`src/rtl/cmos_cfg_sequencer.sv`:
```
// Walks the camera register LUT and issues each entry to the SCCB master, with power-up and soft-reset waits,
// NACK retries and ID verification reads (ID reads enabled by defining CMOS_CFG_ID_CHECK_EN).
module cmos_cfg_sequencer #(
  parameter int unsigned POWERUP_CYCLES = 25000,
  parameter int unsigned SWRST_CYCLES   = 25000,
  parameter int unsigned READ_NUM       = 2,
  parameter int unsigned RETRY_MAX      = 3
) (
  input  logic        clk,
  input  logic        rst,
  input  logic        cfg_restart,
  output logic [7:0]  lut_index,
  input  logic [15:0] lut_data,
  input  logic [7:0]  lut_size,
  output logic        cmd_valid,
  input  logic        cmd_ready,
  output logic        cmd_rd,
  output logic [7:0]  cmd_addr,
  output logic [7:0]  cmd_wdata,
  input  logic        rsp_done,
  input  logic        rsp_nack,
  input  logic [7:0]  rsp_rdata,
  output logic        cfg_busy,
  output logic        cfg_done,
  output logic        cfg_err,
  output logic [7:0]  err_index
);

`ifdef CMOS_CFG_ID_CHECK_EN
  localparam logic [7:0] FIRST = 8'd0;
`else
  localparam logic [7:0] FIRST = 8'(READ_NUM);
`endif
  localparam logic [7:0]  READ_END  = 8'(READ_NUM);
  localparam logic [7:0]  RETRY_LIM = 8'(RETRY_MAX);
  localparam logic [31:0] PWR_LAST  = 32'(POWERUP_CYCLES - 1);
  localparam logic [31:0] SWR_LAST  = 32'(SWRST_CYCLES - 1);

  localparam logic [2:0] S_PWRUP = 3'd0;
  localparam logic [2:0] S_LOAD  = 3'd1;
  localparam logic [2:0] S_ISSUE = 3'd2;
  localparam logic [2:0] S_WAIT  = 3'd3;
  localparam logic [2:0] S_SWRST = 3'd4;
  localparam logic [2:0] S_NEXT  = 3'd5;
  localparam logic [2:0] S_DONE  = 3'd6;
  localparam logic [2:0] S_FAIL  = 3'd7;

  logic [2:0]  state_q, state_d;
  logic [7:0]  lut_index_q, lut_index_d;
  logic        cmd_valid_q, cmd_valid_d;
  logic        cmd_rd_q, cmd_rd_d;
  logic [7:0]  cmd_addr_q, cmd_addr_d;
  logic [7:0]  cmd_wdata_q, cmd_wdata_d;
  logic        busy_q, busy_d;
  logic        done_q, done_d;
  logic        err_q, err_d;
  logic [7:0]  err_index_q, err_index_d;
  logic [7:0]  retry_q, retry_d;
  logic [31:0] wait_q, wait_d;

  always_comb begin
    state_d     = state_q;
    lut_index_d = lut_index_q;
    cmd_valid_d = cmd_valid_q;
    cmd_rd_d    = cmd_rd_q;
    cmd_addr_d  = cmd_addr_q;
    cmd_wdata_d = cmd_wdata_q;
    busy_d      = busy_q;
    done_d      = done_q;
    err_d       = err_q;
    err_index_d = err_index_q;
    retry_d     = retry_q;
    wait_d      = wait_q;
    case (state_q)
      S_PWRUP: begin
        if (wait_q == PWR_LAST) begin
          wait_d = '0;
          if (lut_size <= FIRST) begin
            state_d = S_DONE;
            busy_d  = 1'b0;
            done_d  = 1'b1;
          end else begin
            state_d = S_LOAD;
          end
        end else begin
          wait_d = wait_q + 32'd1;
        end
      end
      S_LOAD: begin
        cmd_addr_d  = lut_data[15:8];
        cmd_wdata_d = lut_data[7:0];
        cmd_rd_d    = (lut_index_q < READ_END);
        cmd_valid_d = 1'b1;
        state_d     = S_ISSUE;
      end
      S_ISSUE: begin
        if (cmd_ready) begin
          cmd_valid_d = 1'b0;
          state_d     = S_WAIT;
        end
      end
      S_WAIT: begin
        if (rsp_done) begin
          // For reads the LUT data byte holds the expected ID value.
          if (rsp_nack && (retry_q < RETRY_LIM)) begin
            retry_d = retry_q + 8'd1;
            state_d = S_LOAD;
          end else if (rsp_nack || (cmd_rd_q && (rsp_rdata != cmd_wdata_q))) begin
            state_d     = S_FAIL;
            busy_d      = 1'b0;
            err_d       = 1'b1;
            err_index_d = lut_index_q;
          end else if (!cmd_rd_q && (cmd_addr_q == 8'h12) && cmd_wdata_q[7]) begin
            state_d = S_SWRST;
          end else begin
            state_d = S_NEXT;
          end
        end
      end
      S_SWRST: begin
        if (wait_q == SWR_LAST) begin
          wait_d  = '0;
          state_d = S_NEXT;
        end else begin
          wait_d = wait_q + 32'd1;
        end
      end
      S_NEXT: begin
        retry_d = '0;
        if (lut_index_q == (lut_size - 8'd1)) begin
          state_d = S_DONE;
          busy_d  = 1'b0;
          done_d  = 1'b1;
        end else begin
          lut_index_d = lut_index_q + 8'd1;
          state_d     = S_LOAD;
        end
      end
      S_DONE, S_FAIL: begin
        if (cfg_restart) begin
          state_d     = S_LOAD;
          lut_index_d = FIRST;
          busy_d      = 1'b1;
          done_d      = 1'b0;
          err_d       = 1'b0;
          err_index_d = '0;
          retry_d     = '0;
        end
      end
      default: state_d = S_PWRUP;
    endcase
  end

  always_ff @(posedge clk) begin
    if (rst) begin
      state_q     <= S_PWRUP;
      lut_index_q <= FIRST;
      cmd_valid_q <= 1'b0;
      cmd_rd_q    <= 1'b0;
      cmd_addr_q  <= '0;
      cmd_wdata_q <= '0;
      busy_q      <= 1'b1;
      done_q      <= 1'b0;
      err_q       <= 1'b0;
      err_index_q <= '0;
      retry_q     <= '0;
      wait_q      <= '0;
    end else begin
      state_q     <= state_d;
      lut_index_q <= lut_index_d;
      cmd_valid_q <= cmd_valid_d;
      cmd_rd_q    <= cmd_rd_d;
      cmd_addr_q  <= cmd_addr_d;
      cmd_wdata_q <= cmd_wdata_d;
      busy_q      <= busy_d;
      done_q      <= done_d;
      err_q       <= err_d;
      err_index_q <= err_index_d;
      retry_q     <= retry_d;
      wait_q      <= wait_d;
    end
  end

  assign lut_index = lut_index_q;
  assign cmd_valid = cmd_valid_q;
  assign cmd_rd    = cmd_rd_q;
  assign cmd_addr  = cmd_addr_q;
  assign cmd_wdata = cmd_wdata_q;
  assign cfg_busy  = busy_q;
  assign cfg_done  = done_q;
  assign cfg_err   = err_q;
  assign err_index = err_index_q;

endmodule
```
`config.mk`:
```
export PLATFORM = sky130hd
export DESIGN_NAME = cmos_cfg_sequencer
export DESIGN_NICKNAME = d
export VERILOG_FILES = /design/src/rtl/cmos_cfg_sequencer.sv
export SDC_FILE = /design/constraint.sdc
export NUM_CORES = 1
export LEC_CHECK = 0
export CAP_MARGIN = 20
export CORE_ASPECT_RATIO = 0.75
export CORE_UTILIZATION = 56
export DETAILED_ROUTE_END_ITERATION = 8
export HOLD_SLACK_MARGIN = 0.02
export PLACE_DENSITY = 0.88
export SLEW_MARGIN = 25
export SYNTH_ARGS = -nofsm -noshare
export SYNTH_HDL_FRONTEND = slang
export SYNTH_SLANG_ARGS = --single-unit
```
`constraint.sdc`:
```
create_clock -name clk -period 7.61 [get_ports clk]
set_input_delay 1.9025 -clock clk [delete_from_list [all_inputs] [get_ports clk]]
set_output_delay 1.9025 -clock clk [all_outputs]
set_load 0.02 [all_outputs]
```
Yosys cells after proc, flatten, opt, wreduce, memory -nomap -nowiden. Cells that the tools add are included.

Add/subtract/negate cells: 4. Order comparisons: 3. Equality and inequality tests: 22. Mux-type cells: 42. Reductions and logical operators: 22.

Operators with widths (number): $mux 8 (8); $add 32x1->32 const B (1); $eq 32x15->1 const B (1); $mux 32 (1); $pmux 8 s2 (2); $mux 3 (8); $pmux 8 s3 (1); $ne 2x2->1 const B (11); $pmux 3 s7 (1); $add 8x1->8 const B (2); $lt 8x2->1 const B (2); $mux 1 (16); $reduce_and 5->1 (3); $eq 3x3->1 const B (4); $eq 8x5->1 const B (1); $eq 8x8->1 (1); $le 8x2->1 const B (1); $ne 8x8->1 (1); $reduce_and 8->1 (1); $sub 8x1->8 const B (1); $eq 3x2->1 const B (2); $reduce_bool 2->1 (3); $reduce_bool 3->1 (2); $logic_and 1x1->1 (4); other kinds (13) (15).

Flip-flop bits (word level): 80. Input port bits: 38. Output and inout bits: 37. Word-level logic and storage cells: 105.

Longest topological paths before layout. Gate-level depths: netlist (run 1).

Depth after elaboration: 8. Depth in mapped cells: 10. Depth with buffers taken out: 9.

Worst setup path after synthesis (run 1). OpenSTA, ideal clock, no wires.

Kind: input to register. Start: input lut_size[0]. End: register lut_index_q[7] (netlist: lut_index[7]). Data arrival time: 3.677 ns. Required time: 7.538 ns. Path slack: 3.861 ns. Stages: 10. Buffers on the path: 1. Cells stage by stage: inv_1 ha_1 or2_1 a2111oi_0 o21ai_0 a22oi_1 a31oi_1 buf_2 nand4_1 mux2i_1.

Longest elaborated chain between the ends: 4.

Ends and longest elaborated chain: start, declared (line 14) `input logic [7:0] lut_size,`; $sub 8x1->8 (line 130) `if (lut_index_q == (lut_size - 8'd1)) begin`; $eq 8x8->1 (line 130); $ne 2x2->1 (no line); $reduce_and 3->1 (no line); end signal, assigned (line 170) `lut_index_q <= lut_index_d;`; end, declared (line 49) `logic [7:0] lut_index_q, lut_index_d;`.

Every way passes these cells. A chain may end at the register's enable or synchronous reset.

Final worst setup path (run 1).
Start: input lut_size[0]. End: register lut_index_q[4] (netlist: lut_index[4]).

Same word-level chain as after synthesis.

==> results of run 1 <==
==> cells in the final DEF, fill, tap and decap left out, types with 9 or more instances in the layout <==
| cell type | count |
|---|---|
| nand2_1 | 84 |
| dfxtp_1 | 80 |
| clkdlybuf4s50_1 | 74 |
| nor2_1 | 52 |
| a21oi_1 | 38 |
| xor2_1 | 31 |
| nand3_1 | 18 |
| o21ai_0 | 16 |
| nand4_1 | 12 |
| mux2i_1 | 12 |
| nor3_1 | 11 |
| clkbuf_8 | 10 |
| inv_1 | 9 |
| nor4_1 | 9 |
==> per-layer routing <==
layer | share of wire, % | global-route usage [%]
met1 | 46 | 33.47
met2 | 46 | 45.90
met3 | 7.5 | 7.982
met4 | 1.1 | 7.729
met5 | 0 | 0
==> cell type report <==
class | instances | area [um^2] | share of cell area, %
multi-input cells | 383 | 2302 | 45.85
well taps | 98 | 122.6 | 2.442
inverters | 9 | 33.78 | 0.6728
clock buffers | 11 | 141.4 | 2.816
flip-flops and latches | 80 | 1602 | 31.90
repair buffers | 77 | 763.2 | 15.20
clock inverters | 5 | 56.30 | 1.121
==> power by group <==
part	switching [mW]	internal, mW
Sequential	0.0222	0.434
Combinational	0.0744	0.0672
Clock	0.152	0.160
Total	0.248	0.661
==> flip-flops by register name, summed over array words and instances, names as in the netlist <==
| signal | flops |
|---|---|
| cfg_err | 1 |
| cmd_valid | 1 |
| lut_index | 8 |
| cfg_busy | 1 |
| cmd_rd | 1 |
| state_q | 3 |
| retry_q | 8 |
| cmd_addr | 8 |
| cmd_wdata | 8 |
| err_index | 8 |
| wait_q | 32 |
| cfg_done | 1 |
==> Yosys cell counts (all sizes together) (3+ instances only) <==
library cell  number  area, um^2
or2                3       18.77
or3                6       37.54
o21a               3       22.52
a211oi             3       22.52
nor2              52       195.2
and2               4       25.02
o21ai             17       88.84
nand3             18       90.09
a311oi             3       32.53
nand4b             4       35.03
dfxtp             80        1602
a21oi             38       190.2
nor3              12       71.32
nand4             13       87.58
mux2i             12       120.1
xor2              31       271.5
buf                8       45.04
and3               6       37.54
inv                9       33.78
clkbuf            17       65.06
nor4              11       90.08
ha                 5       62.56
xnor2              8       70.07
a21boi             3       26.27
a31oi              5       31.28
o31ai              3       27.52
nand2b             8       50.05
nand2             84       315.3
nor2b              5       31.28
==> metrics by stage <==
stage | std cells | total power, mW
after CTS | 663 | 0.9147
after floorplan | 497 | 0.5465
after detailed placement | 647 | 0.6041
after global placement | 647 | 0.5995
after global routing | 663 | 0.9480
final | 663 | 0.9098
==> final timing paths <==
check | end | slack [ns] | cells past startpoint
setup reg to reg | lut_index[4] | 4.69 | 6
setup / recovery | lut_index[4] | 3.05 | 10
hold reg to reg | err_index[2] | 0.47 | 2
hold / removal | err_index[2] | 0.47 | 2
==> cells by family (layout without fill, tap and decap cells) <==
| family | after synthesis | after routing | share of synthesized area (%) |
|---|---|---|---|
| adders and majority gates | 5 | 5 | 1.549 |
| AOI/OAI and AO/OA | 86 | 86 | 13.23 |
| and+or+nand+nor | 240 | 240 | 30.02 |
| xor gates and xnor gates | 40 | 40 | 9.015 |
| DFF | 80 | 80 | 39.65 |
| buffers and inverters | 34 | 102 | 3.562 |
| muxes | 12 | 12 | 2.974 |
==> worst max-delay path: stages <==
cell             delay, ns
clkdlybuf4s50_1       0.59
inv_1                 0.10
ha_1                  0.30
or2_1                 0.23
a2111oi_0             0.37
o21ai_0               0.15
a22oi_1               0.30
a31oi_1               0.41
nand4_1               0.25
mux2i_1               0.23
==> results.tsv, run 1 <==
metric	value	unit
drt-pass1-iter-count	5	
fin_area	5021	um^2
slew_headroom	32.46	%
core	6897	um^2
grt-ovfl-total	0	
final_core_util	72.80	%
tightest_slew	1.008	ns
syn-instance-count	497	
grt_pass1_wl	16.02	mm
pre_cts_ws	2.705	ns
clk_transition_reported_paths	0.08	ns
syn_avg_cell_area	8.127	um^2
fin_setup_tns	0	ns
critPathCaptureType	register	
ys_warn_count	0	
startpoint	lut_size[0]	
post-cts-setup-buffer-count	0	
final-max-slew-violation-count	0	
drtIter0Drc	207	
ios	75	
diodes	0	
ys_types	64	
drc	0	
clk-insertion-delay-late	0.35	ns
powerDensity	181.2	nW/um^2
finalHoldWorstSlack	0.4714	ns
ys.flop_type	dfxtp_1	
hold_class	reg2reg	
synth_edf_count	0	
start_util	58.56	%
cp_data_arrival_time	4.84	ns
status	finished, final reports clean	
dpl.hpwl	6.851	mm
hold_start	err_index[2]	
fillers	548	
grt_pass1_vias	3571	
drive_gt1_share	5.841	%
dieArea	7559	um^2
die_height	75.55	um
viasPerCell	5.673	
final_nets	603	
hold_viol	0	
r2r_start	state_q[2]	
clock_skew	0.005473	ns
grt_max_degree	35	
clk_path_buf_depth	2	
root_buffer	clkbuf_8	
wl_per_cell	14.56	um
period_share	59.97	%
setup-violations-final	0	
die_x	100.1	um
rsz0062_at_grt	false	
synth-seq-area-share	39.65	%
syn_nets	540	
h-tree-depth	3	
fin_crit	4.564	ns
port_buffers	74	
cp.required	7.88	ns
p_leak	1.782	nW
drt_wl_total	9.655	mm
synth_async_sr_flop_share	0	%
antenna_found_initial	0	
crit_type	in2reg	
groute.usage.overall	26.81	%
cap_violations	0	
ant_nets	0	
numCtsBuffers	9	
hold_buffers	0	
vias	3761	
crit_fanout	11	
area_growth	24.32	%
ys_seq_elements	80	
worst_setup_path_start_kind	input port	
cts_resized	0	
netlist_area	4039	um^2
clock-sinks	80	
rows	26	
tritoncts	done	
dpl_cell_area	4823	um^2
ir_drop	0.1157	mV
fmax	219.1	MHz
finalWeightedCongestion	0.9517	
timing.final.ws_setup	3.046	ns
(Power assumes the default switching activity.)
==> run 2: changes to the inputs <==
--- a/config.mk
+++ b/config.mk
@@ -7,10 +7,10 @@
 export LEC_CHECK = 0
 export CAP_MARGIN = 20
 export CORE_ASPECT_RATIO = 0.75
-export CORE_UTILIZATION = 56
+export CORE_UTILIZATION = 52
 export DETAILED_ROUTE_END_ITERATION = 8
 export HOLD_SLACK_MARGIN = 0.02
-export PLACE_DENSITY = 0.88
+export PLACE_DENSITY = 0.83
 export SLEW_MARGIN = 25
 export SYNTH_ARGS = -nofsm -noshare
 export SYNTH_HDL_FRONTEND = slang
==> constraint.sdc (replaced) <==
create_clock -name clk -period 4.65 [get_ports clk]
set_input_delay 1.1625 -clock clk [delete_from_list [all_inputs] [get_ports clk]]
set_output_delay 1.1625 -clock clk [all_outputs]
set_load 0.02 [all_outputs]
==> results.tsv, run 2 (same netlist as run 1, synthesis figures left out) <==
metric	value	unit	change
status	finished, final reports clean		
pwr-share-clk	33.0	%	-1.3 points
rows	27		+3.8%
numCtsBuffers	9		unchanged
tritoncts	done		
crit_fanout	11		unchanged
die_x	103.8	um	+3.7%
clk-insertion-delay-late	0.35	ns	about the same
dpl_cell_area	4836	um^2	+0.26%
mostFrequentLayoutCells	nand2_1 (84), dfxtp_1 (80), clkdlybuf4s50_1 (74)		
whs_path_depth	1		-1
power.share.sequential	51.3	%	+1.1 points
ant_nets	0		unchanged
port_buffers	74		unchanged
crit_buf_inv	2		unchanged
grt_pass1_vias	3575		+0.11%
root_buffer	clkbuf_8		
swShare	27.01	%	-0.30 points
clk_transition_reported_paths	0.07	ns	about the same
worst_setup_path_start_kind	input port		
area_growth	24.07	%	
vias	3708		-1.4%
regMostFlops	wait_q		
pre_cts_ws	0.6083	ns	-2.097 ns
setup-violations-final	0		unchanged
layout.cells.most_common	nand2_1		
cpLargestDelayFamily	compound AO/OA/AOI/OAI gates		
fin_area	5011	um^2	-0.20%
drc	0		unchanged
dpl.hpwl	6.825	mm	-0.38%
switchingPower	0.3928	mW	+58%
viasPerCell	5.568		-1.9%
clk_path_buf_depth	2		unchanged
grt_pass1_wl	16.41	mm	+2.4%
r2r_setup_slack	2.14	ns	-2.55 ns
internal-power	1.062	mW	+61%
drtIter0Drc	320		+55%
groute.usage.overall	24.82	%	-2.0 points
h-tree-depth	3		unchanged
hold_buffers	0		unchanged
crit_type	in2reg		
hold_end	cfg_err		
critPathCaptureType	register		
clock-sinks	80		unchanged
period_share	80.18	%	
hold_start	cfg_err		
tightest_slew	0.9032	ns	-0.1052 ns
core	7432	um^2	+7.8%
pwr-share-comb	15.7	%	about the same
post-cts-setup-buffer-count	0		unchanged
fmax	268.2	MHz	
largest_reg_flops	32		unchanged
r2r_start	state_q[1]		
clock_skew	0.009580	ns	+0.004107 ns
rsz0062_at_grt	false		
reg2reg_to	lut_index[4]		
slew_headroom	39.51	%	+7.0 points
ios	75		unchanged
ir_drop	0.2143	mV	+85%
start_util	54.34	%	-4.2 points
finalPower	1.454	mW	+60%
cp_data_arrival_time	4.00	ns	-0.84 ns
hold_class	reg2reg		
drive_gt1_share	5.664	%	-0.18 points
fin_setup_tns	0	ns	unchanged
timing.final.ws_setup	0.9219	ns	-2.124 ns
grt-ovfl-total	0		unchanged
finalWeightedCongestion	0.8992		-5.5%
slowest_stage	clkdlybuf4s50_1		
path_cells	clkdlybuf4s50_1, inv_1, ha_1, or2_1, a2111oi_0, o21ai_0, a22oi_1, a31oi_1, nand4_1, mux2i_1		
final-max-slew-violation-count	0		unchanged
fin_crit	3.728	ns	
cap_violations	0		unchanged
final_core_util	67.42	%	-5.4 points
die_height	78.33	um	+3.7%
cpPeakStageDelay	0.57	ns	-0.02 ns
p_leak	1.780	nW	about the same
drt-pass1-iter-count	5		unchanged
diodes	0		unchanged
final_nets	605		+0.33%
powerDensity	290.2	nW/um^2	+60%
antenna_found_initial	0		unchanged
reg2reg_depth	7		+1
grt_max_degree	32		-8.6%
cts_resized	0		unchanged
dieArea	8127	um^2	+7.5%
fillers	642		+17%
wl_per_cell	13.92	um	-4.4%
hold_viol	0		unchanged
cp.required	4.93	ns	-2.95 ns
drt_wl_total	9.269	mm	-4.0%
## run 2: how the worst max path moves through the flow
stage	start	end	slack [ns]	cells after the start
6_report	lut_size[0]	lut_index[4]	0.92	10
5_1_grt	lut_size[0]	lut_index[7]	0.66	10
4_1_cts	lut_size[0]	lut_index[4]	0.98	10
3_5_place_dp	lut_size[0]	lut_index[4]	0.61	10
3_3_place_gp	lut_size[0]	lut_index[7]	0.73	10
2_1_floorplan	lut_size[0]	lut_index[7]	1.64	10
## run 2: per-stage QoR
step,cells,hold WS [ns]
floorplan,497,0.4309
global placement,652,0.4437
detailed placement,652,0.4538
CTS,666,0.4706
global route,666,0.4996
finish,666,0.4656
## run 2: power by group through the flow
stage	clock [mW]	sequential [mW]	combinational, mW
2_1_floorplan	0	0.764	0.131
3_3_place_gp	0	0.760	0.223
3_5_place_dp	0	0.761	0.227
4_1_cts	0.491	0.746	0.228
5_1_grt	0.523	0.751	0.250
6_report	0.480	0.746	0.228
## run 2: metal layers
layer	part of all wire, %	GRT usage, %	vias up
met1	47	31.85	1707
met3	7.9	8.056	11
met2	44	40.67	131
met5	0	0	-
li1	-	-	1859
met4	1.0	6.000	0
## run 2: layout make-up
| cell class | count | area [um^2] | share of cell area [%] |
|---|---|---|---|
| clock buffers | 10 | 127.6 | 2.547 |
| clock inverters | 4 | 47.55 | 0.9488 |
| inverters | 9 | 33.78 | 0.6742 |
| multi-input cells | 383 | 2296 | 45.82 |
| flip-flops and latches | 80 | 1602 | 31.96 |
| well taps | 101 | 126.4 | 2.522 |
| repair buffers | 79 | 778.2 | 15.53 |
## run 2: worst register-to-register path: stages, from the launching register on
cell     delay [ns]
dfxtp_1        0.76
nand2_1        0.15
a21oi_1        0.19
buf_4          0.19
inv_1          0.05
a31oi_1        0.66
nand4_1        0.22
mux2i_1        0.21
==> run 3: changes to the inputs <==
==> constraint.sdc (replaced) <==
create_clock -name clk -period 3.6 [get_ports clk]
set_input_delay 0.9 -clock clk [delete_from_list [all_inputs] [get_ports clk]]
set_output_delay 0.9 -clock clk [all_outputs]
set_load 0.02 [all_outputs]
==> results.tsv, run 3 (same netlist as run 1, synthesis figures left out) <==
metric	value	unit	change
wl_per_cell	13.99	um	+0.55%
clk-insertion-delay-late	0.36	ns	about the same
rsz0062_at_grt	false		
hold_end	err_index[3]		
drt_wl_total	9.390	mm	+1.3%
drtIter0Drc	161		-50%
rows	27		unchanged
antenna_found_initial	0		unchanged
hold_start	err_index[3]		
cap_violations	0		unchanged
post-cts-setup-buffer-count	0		unchanged
cpPeakStageDelay	0.58	ns	about the same
cp_data_arrival_time	3.62	ns	-0.38 ns
finalWeightedCongestion	0.8791		-2.2%
largest_reg_flops	32		unchanged
groute.usage.overall	24.87	%	+0.050 points
powerDensity	376.8	nW/um^2	+30%
r2r_setup_slack	1.18	ns	-0.96 ns
mostFrequentLayoutCells	nand2_1 (84), dfxtp_1 (80), clkdlybuf4s50_1 (74)		
reg2reg_depth	5		-2
final_core_util	68.08	%	+0.66 points
drt-pass1-iter-count	4		-1
clock-sinks	80		unchanged
area_growth	25.28	%	
drive_gt1_share	6.316	%	+0.65 points
die_height	78.33	um	unchanged
whs_path_depth	2		+1
dpl.hpwl	6.880	mm	+0.81%
hold_class	reg2reg		
fmax	295.5	MHz	
clk_transition_reported_paths	0.08	ns	about the same
regMostFlops	wait_q		
slowest_stage	clkdlybuf4s50_1		
tritoncts	done		
ir_drop	0.2180	mV	+1.8%
viasPerCell	5.517		-0.91%
hold_buffers	0		unchanged
final-max-slew-violation-count	0		unchanged
dp_cells	655		+0.46%
critPathCaptureType	register		
tightest_slew	0.6421	ns	-0.2611 ns
ant_nets	0		unchanged
port_buffers	74		unchanged
slew_headroom	57.19	%	+18 points
dieArea	8127	um^2	unchanged
fin_crit	3.384	ns	
grt-ovfl-total	0		unchanged
reg2reg_to	err_index[5]		
cpLargestDelayFamily	compound AO/OA/AOI/OAI gates		
grt_pass1_vias	3555		-0.56%
clock_skew	0.008973	ns	-0.0006076 ns
numCtsBuffers	9		unchanged
drc	0		unchanged
grt_pass1_wl	16.39	mm	about the same
cp.required	3.83	ns	-1.10 ns
hold_viol	0		unchanged
path_cells	clkdlybuf4s50_1, inv_1, ha_1, or2_1, a2111oi_0, o21ai_0, a22oi_1, a21oi_1, a311oi_2, a31oi_1		
finalPower	1.907	mW	+31%
p_leak	1.793	nW	+0.74%
worst_setup_path_start_kind	input port		
start_util	54.34	%	unchanged
diodes	0		unchanged
crit_fanout	9		-2
cts_resized	0		unchanged
layout.cells.most_common	nand2_1		
crit_type	in2reg		
core	7432	um^2	unchanged
fillers	634		-1.2%
setup-violations-final	0		unchanged
ios	75		unchanged
vias	3702		-0.16%
status	finished, final reports clean		
stdcell_count	671		+0.75%
clk_path_buf_depth	2		unchanged
grt_max_degree	32		unchanged
die_x	103.8	um	unchanged
final_nets	608		+0.50%
crit_buf_inv	2		unchanged
r2r_start	state_q[0]		
root_buffer	clkbuf_8		
period_share	94.00	%	
h-tree-depth	3		unchanged
run 3: metrics by stage:
step	setup TNS [ns]	area (um^2)	hold slack (ns)	setup slack (ns)
2_1_floorplan	0	4039	0.4309	0.8537
5_1_grt	0	5060	0.4945	0.0008167
4_1_cts	0	5045	0.4610	0.1973
3_3_place_gp	-0.07550	4856	0.4443	-0.04186
6_report	0	5060	0.4575	0.2161
3_5_place_dp	-0.8457	4856	0.4496	-0.2002
run 3: worst max path at each step:
stage	from	endpoint	cells past startpoint
floorplan	lut_size[0]	lut_index[7]	10
global placement	lut_size[1]	lut_index[7]	10
detailed placement	lut_size[1]	lut_index[7]	10
CTS	lut_size[1]	lut_index[7]	10
global route	lut_size[1]	state_q[0]	10
finish	lut_size[1]	cfg_busy	10
run 3: metal layers:
metal	track usage [%]	share of wire [%]
met5	0	0
met4	7.000	0.89
met3	7.724	7.9
met2	40.20	45
met1	32.16	47
run 3: cell type report:
| type | instances | area, um^2 | area share (%) |
|---|---|---|---|
| Tap cell | 101 | 126.4 | 2.498 |
| Clock buffer | 11 | 131.4 | 2.596 |
| Multi-Input combinational cell | 383 | 2308 | 45.62 |
| Clock inverter | 5 | 57.56 | 1.137 |
| Inverter | 9 | 33.78 | 0.6677 |
| Sequential cell | 80 | 1602 | 31.65 |
| Timing Repair Buffer | 82 | 800.8 | 15.83 |
run 3: report_power, final:
| group | switching [mW] | internal [mW] |
|---|---|---|
| clock network | 0.323 | 0.319 |
| logic | 0.156 | 0.145 |
| registers | 0.0452 | 0.918 |
| total | 0.524 | 1.38 |
run 3: tightest hold or removal path, stage by stage, from the launching register on:
cell and delay, ns:
dfxtp_1 0.31, nand2_1 0.05, mux2i_1 0.05
